**src/rtl/uart_tx_serializer_if.sv**
```systemverilog
// Push-side handshake bundle for the UART transmitter: byte valid/ready with payload.
interface uart_tx_serializer_if #(
    parameter int unsigned DATA_WIDTH = 8
);
    logic                  s_valid;
    logic [DATA_WIDTH-1:0] s_data;
    logic                  s_ready;

    modport master (output s_valid, output s_data, input s_ready);
    modport slave  (input s_valid, input s_data, output s_ready);
endinterface

```
**src/rtl/uart_tx_serializer.sv**
```systemverilog
// UART transmitter: FIFO-buffered bytes serialized as start/data(LSB first)/parity/stop frames.
module uart_tx_serializer #(
    parameter int unsigned DATA_WIDTH = 8,
    parameter int unsigned FIFO_DEPTH = 8,
    parameter int unsigned DIV_WIDTH  = 16
) (
    input  logic                        clk,
    input  logic                        rst,
    uart_tx_serializer_if.slave         s_if,
    input  logic [DIV_WIDTH-1:0]        baud_div,
    input  logic                        parity_en,
    input  logic                        parity_odd,
    input  logic                        stop2,
    output logic                        tx,
    output logic                        busy,
    output logic [$clog2(FIFO_DEPTH):0] fifo_count
);
    localparam int unsigned PTR_W = $clog2(FIFO_DEPTH);
    localparam int unsigned CNT_W = PTR_W + 1;
    localparam int unsigned BIT_W = $clog2(DATA_WIDTH + 1);

    typedef enum logic [2:0] {IDLE, START, DATA, PARITY, STOP} state_t;

    state_t                state_q, state_d;
    logic [DATA_WIDTH-1:0] mem [FIFO_DEPTH];
    logic [PTR_W-1:0]      wr_ptr_q, rd_ptr_q;
    logic [CNT_W-1:0]      count_q, count_d;
    logic [DATA_WIDTH-1:0] shift_q, shift_d;
    logic [DIV_WIDTH-1:0]  baud_cnt_q, baud_cnt_d;
    logic [DIV_WIDTH-1:0]  div_q, div_d;
    logic [BIT_W-1:0]      bit_cnt_q, bit_cnt_d;
    logic                  par_en_q, par_en_d;
    logic                  par_bit_q, par_bit_d;
    logic                  stop2_q, stop2_d;
    logic                  stop_cnt_q, stop_cnt_d;
    logic                  tx_d, busy_d;
    logic                  push, pop, start_frame, bit_done;
    logic [DATA_WIDTH-1:0] head;

    assign s_if.s_ready = (count_q != CNT_W'(FIFO_DEPTH));
    assign push         = s_if.s_valid && s_if.s_ready;
    assign head         = mem[rd_ptr_q];
    assign bit_done     = (baud_cnt_q == '0);
    assign fifo_count   = count_q;

    // FIFO storage; contents need no reset since occupancy is tracked by count_q
    always_ff @(posedge clk) begin
        if (push) begin
            mem[wr_ptr_q] <= s_if.s_data;
        end
    end

    // Next-state, datapath and registered-output decode
    always_comb begin
        state_d     = state_q;
        shift_d     = shift_q;
        baud_cnt_d  = bit_done ? div_q : baud_cnt_q - DIV_WIDTH'(1);
        bit_cnt_d   = bit_cnt_q;
        div_d       = div_q;
        par_en_d    = par_en_q;
        par_bit_d   = par_bit_q;
        stop2_d     = stop2_q;
        stop_cnt_d  = stop_cnt_q;
        start_frame = 1'b0;
        pop         = 1'b0;
        tx_d        = 1'b1;

        case (state_q)
            IDLE: begin
                if (count_q != '0) begin
                    start_frame = 1'b1;
                end
            end
            START: begin
                if (bit_done) begin
                    state_d   = DATA;
                    bit_cnt_d = '0;
                end
            end
            DATA: begin
                if (bit_done) begin
                    if (bit_cnt_q == BIT_W'(DATA_WIDTH - 1)) begin
                        state_d    = par_en_q ? PARITY : STOP;
                        stop_cnt_d = 1'b0;
                    end else begin
                        shift_d   = shift_q >> 1;
                        bit_cnt_d = bit_cnt_q + BIT_W'(1);
                    end
                end
            end
            PARITY: begin
                if (bit_done) begin
                    state_d    = STOP;
                    stop_cnt_d = 1'b0;
                end
            end
            STOP: begin
                if (bit_done) begin
                    if (stop2_q && !stop_cnt_q) begin
                        stop_cnt_d = 1'b1;
                    end else if (count_q != '0) begin
                        start_frame = 1'b1;
                    end else begin
                        state_d = IDLE;
                    end
                end
            end
            default: state_d = IDLE;
        endcase

        // Frame config is captured only here, so mid-frame input changes wait for the next pop
        if (start_frame) begin
            pop        = 1'b1;
            state_d    = START;
            shift_d    = head;
            div_d      = baud_div;
            baud_cnt_d = baud_div;
            par_en_d   = parity_en;
            par_bit_d  = (^head) ^ parity_odd;
            stop2_d    = stop2;
        end

        count_d = count_q + CNT_W'(push) - CNT_W'(pop);

        case (state_d)
            START:   tx_d = 1'b0;
            DATA:    tx_d = shift_d[0];
            PARITY:  tx_d = par_bit_d;
            default: tx_d = 1'b1;
        endcase
        busy_d = (state_d != IDLE) || (count_d != '0);
    end

    // State, FIFO bookkeeping and output registers with synchronous reset
    always_ff @(posedge clk) begin
        if (rst) begin
            state_q    <= IDLE;
            wr_ptr_q   <= '0;
            rd_ptr_q   <= '0;
            count_q    <= '0;
            shift_q    <= '0;
            baud_cnt_q <= '0;
            div_q      <= '0;
            bit_cnt_q  <= '0;
            par_en_q   <= 1'b0;
            par_bit_q  <= 1'b0;
            stop2_q    <= 1'b0;
            stop_cnt_q <= 1'b0;
            tx         <= 1'b1;
            busy       <= 1'b0;
        end else begin
            state_q    <= state_d;
            wr_ptr_q   <= push ? wr_ptr_q + PTR_W'(1) : wr_ptr_q;
            rd_ptr_q   <= pop  ? rd_ptr_q + PTR_W'(1) : rd_ptr_q;
            count_q    <= count_d;
            shift_q    <= shift_d;
            baud_cnt_q <= baud_cnt_d;
            div_q      <= div_d;
            bit_cnt_q  <= bit_cnt_d;
            par_en_q   <= par_en_d;
            par_bit_q  <= par_bit_d;
            stop2_q    <= stop2_d;
            stop_cnt_q <= stop_cnt_d;
            tx         <= tx_d;
            busy       <= busy_d;
        end
    end
endmodule
```
**src/flat_wrapper.sv**
```systemverilog
// flat-port wrapper written by rule: the top's interface ports become plain ports
module uart_tx_serializer_flat 
#(
    parameter int unsigned DATA_WIDTH = 8,
    parameter int unsigned FIFO_DEPTH = 8,
    parameter int unsigned DIV_WIDTH  = 16
)
  (clk, rst, baud_div, parity_en, parity_odd, stop2, tx, busy, fifo_count, s_if_s_valid, s_if_s_data, s_if_s_ready);
  uart_tx_serializer_if #(.DATA_WIDTH(DATA_WIDTH)) s_if_i ();
  input  logic clk;
  input  logic rst;
  input  logic [DIV_WIDTH-1:0] baud_div;
  input  logic parity_en;
  input  logic parity_odd;
  input  logic stop2;
  output logic tx;
  output logic busy;
  output logic [$clog2(FIFO_DEPTH):0] fifo_count;
  input wire logic [$bits(s_if_i.s_valid)-1:0] s_if_s_valid;
  input wire logic [$bits(s_if_i.s_data)-1:0] s_if_s_data;
  output wire logic [$bits(s_if_i.s_ready)-1:0] s_if_s_ready;
  assign s_if_i.s_valid = s_if_s_valid;
  assign s_if_i.s_data = s_if_s_data;
  assign s_if_s_ready = s_if_i.s_ready;
  uart_tx_serializer #(.DATA_WIDTH(DATA_WIDTH), .FIFO_DEPTH(FIFO_DEPTH), .DIV_WIDTH(DIV_WIDTH)) u_core (.clk(clk), .rst(rst), .s_if(s_if_i), .baud_div(baud_div), .parity_en(parity_en), .parity_odd(parity_odd), .stop2(stop2), .tx(tx), .busy(busy), .fifo_count(fifo_count));
endmodule
```
**config.mk**
```make
export PLATFORM = sky130hd
export DESIGN_NAME = uart_tx_serializer_flat
export DESIGN_NICKNAME = d
export VERILOG_FILES = /design/src/rtl/uart_tx_serializer_if.sv /design/src/rtl/uart_tx_serializer.sv /design/src/flat_wrapper.sv
export SDC_FILE = /design/constraint.sdc
export NUM_CORES = 1
export LEC_CHECK = 0
export CAP_MARGIN = 20
export CORE_MARGIN = 3
export CORE_UTILIZATION = 50
export CTS_CLUSTER_DIAMETER = 150
export CTS_CLUSTER_SIZE = 40
export DETAILED_ROUTE_END_ITERATION = 10
export PLACE_DENSITY_LB_ADDON = 0.15
export SYNTH_ARGS = -nofsm -noshare
export SYNTH_HDL_FRONTEND = slang
export SYNTH_SLANG_ARGS = --single-unit
```
**constraint.sdc**
```tcl
create_clock -name clk -period 8.35 [get_ports clk]
set_input_delay 1.67 -clock clk [delete_from_list [all_inputs] [get_ports clk]]
set_output_delay 1.67 -clock clk [all_outputs]
set_load 0.01 [all_outputs]
```
; ---- Word level (Yosys, flattened, before mapping)
; Memories as Yosys holds them, arrays and structs flattened. A register that Yosys moved wholly into a read port is not among the register bits.
; Cells that the tools add are included.
[totals]
reg_bits = 63
ramBits = 64
inputBits = 30
output_inout_bits = 7
wordCells = 94
n_memories = 1
[op_classes]
n_addsub = 6
n_eq_ne = 17
n_mux = 37
n_bitwise = 1
n_reduce_logical = 17
[memory_table]
columns = memory, words, width, rd, rd_clocked_by_memory_dff, wr, line
row1 = u_core.mem, 8, 8, 1, 1, 1, uart_tx_serializer.sv:25  ; logic [DATA_WIDTH-1:0] mem [FIFO_DEPTH];
[op_table]
columns = cell, count
row1 = two-way mux 3 bit, 11
row2 = two-way mux 16 bit, 2
row3 = two-way mux 8 bit, 4
row4 = logical NOT 16 bit, 1
row5 = subtractor 16 x 1 -> 16 bit (second input constant), 1
row6 = one-hot mux 3 bit (5 select lines), 1
row7 = != test 2 x 1 -> 1 bit (second input constant), 7
row8 = equality test 3 x 2 -> 1 bit (second input constant), 4
row9 = two-way mux 1 bit, 12
row10 = two-way mux 4 bit, 3
row11 = one-hot mux 4 bit (2 select lines), 1
row12 = nonzero test 4 bit, 2
row13 = XOR reduction 8 bit, 1
row14 = adder 3 x 1 -> 3 bit (second input constant), 2
row15 = equality test 3 x 1 -> 1 bit (second input constant), 2
row16 = one-hot mux 1 bit (3 select lines), 2
row17 = AND reduction 6 bit, 1
row18 = nonzero test 2 bit, 3
row19 = nonzero test 3 bit, 2
row20 = adder 4 x 1 -> 4 bit, 1
row21 = adder 4 x 1 -> 4 bit (second input constant), 1
row22 = equality test 4 x 3 -> 1 bit (second input constant), 1
row23 = != test 4 bit (second input constant), 1
row24 = AND reduction 4 bit, 1
row25 = other kinds (10), 11

; ---- Logic depth before layout (Yosys ltp)
; Gate-level depths: netlist of run 1.
[logic_depth]
depth_word = 9
mapped_depth = 17

; ---- Least setup slack after synthesis of run 1
; Ideal clock, no wire load.
[synth_timing]
path_type = reg2reg
start = register u_core.baud_cnt_q[4]
end = register u_core.busy
setup_ns = 0.138
arrival_time_ns = 3.584
required_ns = 8.212
setup_slack_ns = 4.628
path_stages_with_launch = 16
cell_sequence = dfxtp_1 -> or4_4 -> or4_1 -> clkbuf_1 -> o31ai_1 -> nand2_1 -> inv_2 -> buf_2 -> ha_1 -> inv_1 -> ha_1 -> inv_1 -> fa_1 -> xor2_1 -> and4b_1 -> a41oi_1
[synth_between]
elab_chain_len = 7
elab_cells_between_ends = 14
[synth_lines]
columns = element, line
row1 = "start, declared", uart_tx_serializer.sv:29  ; logic [DIV_WIDTH-1:0] baud_cnt_q, baud_cnt_d;
row2 = "start signal, assigned", uart_tx_serializer.sv:157  ; baud_cnt_q <= baud_cnt_d;
row3 = logical NOT 16 bit, uart_tx_serializer.sv:43  ; assign bit_done = (baud_cnt_q == '0);
row4 = two-way mux 1 bit, uart_tx_serializer.sv:98  ; if (bit_done) begin
row5 = one-hot mux 1 bit (2 select lines), uart_tx_serializer.sv:68  ; case (state_q)
row6 = two-way mux 1 bit, uart_tx_serializer.sv:112  ; if (start_frame) begin
row7 = named net u_core.pop, uart_tx_serializer.sv:37  ; logic push, pop, start_frame, bit_done;
row8 = subtractor 4 x 1 -> 4 bit, uart_tx_serializer.sv:123  ; count_d = count_q + CNT_W'(push) - CNT_W'(pop);
row9 = nonzero test 4 bit, uart_tx_serializer.sv:131  ; busy_d = (state_d != IDLE) || (count_d != '0);
row10 = logical OR 1 bit, uart_tx_serializer.sv:131
row11 = "end signal, assigned", uart_tx_serializer.sv:165  ; busy <= busy_d;
row12 = "end, declared", uart_tx_serializer.sv:15  ; output logic busy,
; The timed path passes the listed nets, and every way through them passes these cells.
; A chain may end at the register's enable or synchronous reset.

; ---- Worst setup path after layout of run 1
[layout_timing]
start = register u_core.baud_cnt_q[5]
end = register u_core.busy
[layout_between]
elab_chain_len = 7
elab_cells_between_ends = 14
[layout_lines]
columns = element, line
row1 = logical NOT 16 bit (*), uart_tx_serializer.sv:43
row2 = two-way mux 1 bit, uart_tx_serializer.sv:98
row3 = one-hot mux 1 bit (2 select lines), uart_tx_serializer.sv:68
row4 = two-way mux 1 bit, uart_tx_serializer.sv:112
row5 = subtractor 4 x 1 -> 4 bit, uart_tx_serializer.sv:123
row6 = nonzero test 4 bit, uart_tx_serializer.sv:131
row7 = logical OR 1 bit (*), uart_tx_serializer.sv:131
; Every way passes the cells marked *; elsewhere a longest branch is shown, timed or not.

==> reports/metrics.csv, run 1 <==
stage;metric;value;unit
critical_path;crit_chain;or4_4, or4_1, o31ai_1, nand2_1, buf_4, inv_2, ha_1, inv_1, ha_1, inv_1, fa_1, xor2_1, and4b_1, a41oi_1;
power;p_leak;2.385;nW
floorplan;die_h;111.4;um
route;drt-vias-per-instance;5.570;
timing;relSlewSlack;40.32;%
placement;place_hpwl;6808;um
timing;finalSetupViolations;0;
cells_and_area;nNetsFinal;546;
critical_path;cp.arrival;4900;ps
placement;globalplace.congestion;0.8557;
floorplan;ios;37;
clocking;path_clk_slew;60;ps
logic_synthesis;yosys_warnings;0;
timing;fin_skew;8.828;ps
route;num_vias;3643;
logic_synthesis;yosysTopAreaCellShare;34.61;%
clocking;cts_sinks;130;
logic_synthesis;ys_seq_area_share;58.40;%
timing;period_needed;4505;ps
clocking;numCtsBuffers;17;
route;ant_nets;0;
cells_and_area;drive_above_1_share;13.32;%
critical_path;crit_path_start_kind;flop;
critical_path;end_kind;flop;
worst_hold_path;hp-class;flop to flop;
global_routing;grt_pass1_wl;17790;um
floorplan;dieArea;12410;um2
logic_synthesis;syn_inst;470;
critical_path;critPathKind;flop to flop;
logic_synthesis;netlist-cell-type-count;55;
cells_and_area;mostFrequentLayoutCells;nand2_1 (66), dfxtp_1 (66), edfxtp_1 (64);
global_routing;grt-ovfl-total;0;
clocking;cts_tree;yes;
critical_path;crit_fanout;40;
route;wirelength;10540;um
clocking;h-tree-depth;4;
clocking;clockRootBuffer;clkbuf_8;
logic_synthesis;netlist_area;5553;um2
timing;tns;0;ps
power;peakVddDrop;0.1968;mV
power;p_per_area;370.4;nW/um2
clocking;cts_setup_buffers;0;
critical_path;crit_required;8750;ps
logic_synthesis;synth_async_sr_flop_share;0;%
timing;period_share;53.95;%
floorplan;rows;37;
clocking;insertion_delay;520;ps
route;drtIter0Drc;177;
floorplan;die_w;111.4;um
floorplan;start_util;52.61;%
cells_and_area;fillCellCount;833;
cells_and_area;num_antenna_cells;0;
clocking;clk_path_buf_depth;2;
clocking;cts_resized;0;
logic_synthesis;syn_area_per_cell;11.81;um2
logic_synthesis;synth_edf_count;64;
route;wl_per_cell;16.11;um
timing;finalMaxSlewViolations;0;
logic_synthesis;synth_ff_type;dfxtp_1;
placement;portBuffers;36;
critical_path;worstPathBufferInverterCount;4;
logic_synthesis;ys_ff_latch;130;
cells_and_area;seq_area;3243;um2
logic_synthesis;synthTopCellsByArea;edfxtp_1 (35%), dfxtp_1 (24%), mux4_2 (6.5%);
critical_path;worst_path_largest_cell_delay;640;ps
logic_synthesis;syn-num-nets;511;
route;drc_errors;0;
outcome;outcome;finished, final reports clean;
global_routing;grt_pass1_vias;3605;
timing;max_freq;222.0;MHz
global_routing;grt_util_all_layers;17.99;%
run;drv_cap;0;
logic_synthesis;yosysTopAreaCell;edfxtp_1;
timing;tightest_slew;891.9;ps
route;first_pass_iters;4;
cells_and_area;syn_to_final_growth;18.88;%
timing;rsz0062_at_grt;no;
global_routing;grt_max_degree;63;
floorplan;core-area;10560;um2
clocking;cts_hold_buf;0;
cells_and_area;multi_input_area;2142;um2
critical_path;crit_slowest_cell;or4_1;
timing;hold_viol;0;
critical_path;crit_family;simple AND/OR/NAND/NOR gates;
power;fin_total_pwr;0.002445;W
global_routing;antenna_found_initial;0;
==> tightest hold or removal path: cells and delay by family, from the launching register on <==
family | cells | cell delay (ps)
flip-flops | 1 | 310
AND/OR/NAND/NOR | 1 | 50
AO/OA/AOI/OAI | 1 | 50
==> power by group <==
part	switching, W	internal [W]	leakage, nW
combinational	0.000454	0.000425	0.999
clock	0.000281	0.000396	0.262
sequential	0.0000955	0.000793	1.12
==> final cells by class <==
cell class              count  share of cell area [%]
clock buffers              17                   6.274
flip-flops and latches    130                   49.13
repair buffers             42                   6.634
inverters                  16                  0.9098
clock inverters            15                   2.028
well taps                 136                   2.578
multi-input cells         298                   32.45
==> cells in the mapped netlist, drive strengths merged (5+ instances only) <==
cell    number
a211oi       7
a21oi       46
buf          7
clkbuf      19
dfxtp       66
edfxtp      64
ha          10
inv         16
mux2         6
mux2i        5
mux4        16
nand2       66
nand2b       5
nand3        8
nor2        33
nor2b        5
nor3         5
o211ai      10
or2          5
or4          6
xnor2        8
xor2         9
==> registers in the layout, indices dropped and copies added, names as in the netlist, 3 cells and up, named ones only <==
register / cells
u_core.state_q: 3
u_core.fifo_count: 4
u_core.baud_cnt_q: 16
u_core.mem: 64
u_core.bit_cnt_q: 4
u_core.shift_q: 8
u_core.rd_ptr_q: 3
u_core.wr_ptr_q: 3
u_core.div_q: 16
==> through the flow <==
stage / std cells / hold slack, ps / util, % / instance area, um2 / setup slack [ps]
3_3_place_gp: 619 / 441.7 / 56.78 / 5993 / 3978
5_1_grt: 654 / 475.4 / 62.54 / 6601 / 3474
6_report: 654 / 455.3 / 62.54 / 6601 / 3845
2_1_floorplan: 470 / 432.1 / - / 5553 / 4628
3_5_place_dp: 619 / 449.2 / 56.78 / 5993 / 3792
4_1_cts: 651 / 457.3 / 61.97 / 6541 / 3756
==> routing by layer <==
layer	track usage [%]	part of all wire, %
met4	6.245	1.4
met5	0	0
met3	5.217	4.1
met1	22.61	44
met2	29.96	50
==> worst paths after layout <==
check                                       start                            end  slack (ps)  cells after the start
setup / recovery  u_core.baud_cnt_q[5]$_SDFF_PP0_         u_core.busy$_SDFF_PP0_        3850                     14
hold / removal      u_core.div_q[11]$_SDFFE_PP0P_  u_core.div_q[11]$_SDFFE_PP0P_         460                      2
setup reg to reg  u_core.baud_cnt_q[5]$_SDFF_PP0_         u_core.busy$_SDFF_PP0_        3850                     14
hold reg to reg     u_core.div_q[11]$_SDFFE_PP0P_  u_core.div_q[11]$_SDFFE_PP0P_         460                      2
==> cells by family (layout without fill, tap and decap cells) <==
| family | after synthesis | after routing | share of synthesized area (%) |
|---|---|---|---|
| AND/OR/NAND/NOR | 149 | 149 | 12.60 |
| flip-flops | 130 | 130 | 58.40 |
| AO/OA/AOI/OAI | 90 | 90 | 10.30 |
| buffers and inverters | 42 | 90 | 3.109 |
| multiplexers | 27 | 27 | 8.675 |
| XOR/XNOR | 21 | 21 | 4.304 |
| adder cells (fa/ha/maj) | 11 | 11 | 2.614 |
No activity file was read; power rests on OpenSTA's default activity.
==> run 2, diff against run 1 <==
==> constraint.sdc (replaced) <==
create_clock -name clk -period 3.7 [get_ports clk]
set_input_delay 0.74 -clock clk [delete_from_list [all_inputs] [get_ports clk]]
set_output_delay 0.74 -clock clk [all_outputs]
set_load 0.01 [all_outputs]
==> run 2 against run 1 <==
Compared with the run above: global-route usage is 0.89 points higher; power is 130% higher; die area is the same; design area up 0.95%; via count is 0.19% higher; worst hold slack hardly changed; sequential cell count is the same; critical path depth decreased by 1; worst setup slack worse by 3600 ps; sequential share of layout area shrank 0.46 points; largest cell class unchanged.
==> reports/metrics.csv, run 2 (synthesis results as in run 1) <==
stage;metric;value;unit;change
timing;fin_skew;6.425;ps;-2.403 ps
clocking;numCtsBuffers;17;;unchanged
clocking;clk_path_buf_depth;2;;unchanged
global_routing;grt_pass1_vias;3625;;+0.55%
timing;relSlewSlack;48.60;%;+8.3 points
cells_and_area;nNetsFinal;556;;+1.8%
route;wirelength;11090;um;+5.2%
critical_path;crit_fanout;5;;-88%
floorplan;die_h;111.4;um;unchanged
route;ant_nets;0;;unchanged
route;drc_errors;0;;unchanged
power;peakVddDrop;0.5022;mV;+160%
timing;whs;455.7;ps;+0.4670 ps
cells_and_area;mostFrequentLayoutCells;nand2_1 (66), dfxtp_1 (66), edfxtp_1 (64);;
timing;hold_viol;0;;unchanged
cells_and_area;num_antenna_cells;0;;unchanged
critical_path;end_kind;flop;;
clocking;clockRootBuffer;clkbuf_8;;
clocking;h-tree-depth;4;;unchanged
timing;rsz0062_at_grt;no;;
clocking;path_clk_slew;60;ps;about the same
critical_path;rr_worst_depth;13;;-1
critical_path;crit_required;4060;ps;-4690 ps
floorplan;core-area;10560;um2;unchanged
floorplan;die_w;111.4;um;unchanged
critical_path;cp.arrival;3790;ps;-1110 ps
worst_hold_path;min_path_cells;2;;unchanged
clocking;cts_setup_buffers;0;;unchanged
critical_path;critPathKind;flop to flop;;
timing;max_freq;291.5;MHz;+31%
clocking;insertion_delay;520;ps;about the same
cells_and_area;syn_to_final_growth;20.01;%;
clocking;cts_tree;yes;;
route;num_vias;3650;;+0.19%
floorplan;start_util;52.61;%;unchanged
placement;portBuffers;36;;unchanged
critical_path;crit_path_start_kind;flop;;
timing;period_share;92.71;%;+39 points
floorplan;dieArea;12410;um2;unchanged
timing;finalSetupViolations;0;;unchanged
floorplan;ios;37;;unchanged
cells_and_area;top_regs;u_core.mem: 64 flops, u_core.baud_cnt_q: 16 flops, u_core.div_q: 16 flops;;
clocking;cts_hold_buf;0;;unchanged
route;wl_per_cell;16.70;um;+3.6%
power;p_per_area;835.2;nW/um2;+130%
power;p_leak;2.423;nW;+1.6%
placement;globalplace.congestion;0.8485;;-0.84%
timing;tightest_slew;771.0;ps;-120.9 ps
placement;place_hpwl;7190;um;+5.6%
outcome;outcome;finished, final reports clean;;
cells_and_area;largest_register;u_core.mem;;
run;drv_cap;0;;unchanged
cells_and_area;largest_reg_flops;64;;unchanged
clocking;cts_sinks;130;;unchanged
timing;tns;0;ps;unchanged
route;drtIter0Drc;186;;+5.1%
global_routing;grt_max_degree;45;;-29%
global_routing;grt_util_all_layers;18.88;%;+0.89 points
worst_hold_path;hp-class;flop to flop;;
global_routing;grt-ovfl-total;0;;unchanged
floorplan;rows;37;;unchanged
route;drt-vias-per-instance;5.497;;-1.3%
cells_and_area;drive_above_1_share;15.34;%;+2.0 points
route;first_pass_iters;5;;+1
timing;period_needed;3430;ps;-1075 ps
global_routing;grt_pass1_wl;18420;um;+3.6%
global_routing;antenna_found_initial;0;;unchanged
timing;finalMaxSlewViolations;0;;unchanged
[run 2: cell count changes in the layout (fill, tap and decap cells not counted), sizes merged]
cell and change:
buf +11, clkbuf +3, clkinvlp -2, bufinv -1, dlymetal6s2s -1
[run 2: report_power, final]
group | switching (W) | total (W) | leakage, nW | internal (W)
Clock | 0.000642 | 0.00156 | 0.278 | 0.000914
Combinational | 0.00103 | 0.00199 | 1.02 | 0.000957
Sequential | 0.000229 | 0.00202 | 1.12 | 0.00179
Total | 0.00190 | 0.00557 | 2.42 | 0.00366
[run 2: worst paths after layout]
kind                                   to  slack, ps                       startpoint
min          u_core.div_q[4]$_SDFFE_PP0P_        460     u_core.div_q[4]$_SDFFE_PP0P_
max                u_core.busy$_SDFF_PP0_        270  u_core.baud_cnt_q[4]$_SDFF_PP0_
max reg2reg        u_core.busy$_SDFF_PP0_        270  u_core.baud_cnt_q[4]$_SDFF_PP0_
min reg2reg  u_core.div_q[4]$_SDFFE_PP0P_        460     u_core.div_q[4]$_SDFFE_PP0P_
[run 2: worst max-delay path: stages (launching register included)]
cell and delay (ps):
dfxtp_1 350, or4_4 550, or4_1 570, o31ai_4 240, nand2_1 130, inv_2 90
ha_1 210, inv_1 50, ha_1 150, inv_1 60, fa_1 370, xor2_1 180
and4b_1 220, a41oi_1 110
[run 2: layer usage]
| layer | routed length [um] | vias up | global-route usage [%] |
|---|---|---|---|
| met5 | 0 | - | 0 |
| met4 | 134 | 0 | 6.326 |
| met3 | 489 | 14 | 5.163 |
| met2 | 5708 | 77 | 31.72 |
| met1 | 4754 | 1747 | 23.78 |
| li1 | - | 1812 | - |
[run 2: area by class of cell]
cell class | count | area [um2]
well taps | 136 | 170.2
fillers | 847 | 3891
clock inverters | 12 | 96.34
clock buffers | 20 | 467.9
inverters | 16 | 60.06
flip-flops and latches | 130 | 3243
multi-input cells | 298 | 2151
repair buffers | 52 | 475.5
[run 2: stage by stage]
stage / cells / util, % / total power (W) / instance area (um2) / worst slack (ps)
detailed placement: 632 / 57.71 / 0.004030 / 6091 / 249.9
global placement: 632 / 57.71 / 0.003977 / 6091 / 338.9
global route: 664 / 63.13 / 0.005961 / 6664 / 28.25
floorplan: 470 / - / 0.003539 / 5558 / 69.07
finish: 664 / 63.13 / 0.005566 / 6664 / 269.9
CTS: 664 / 63.05 / 0.005620 / 6655 / 224.4
[run 2: timing repair]
action / in CTS / in global routing
hold endpoints to repair: 0 / 0
resized for setup: 0 / 1
endpoints found under the setup margin: 0 / 1
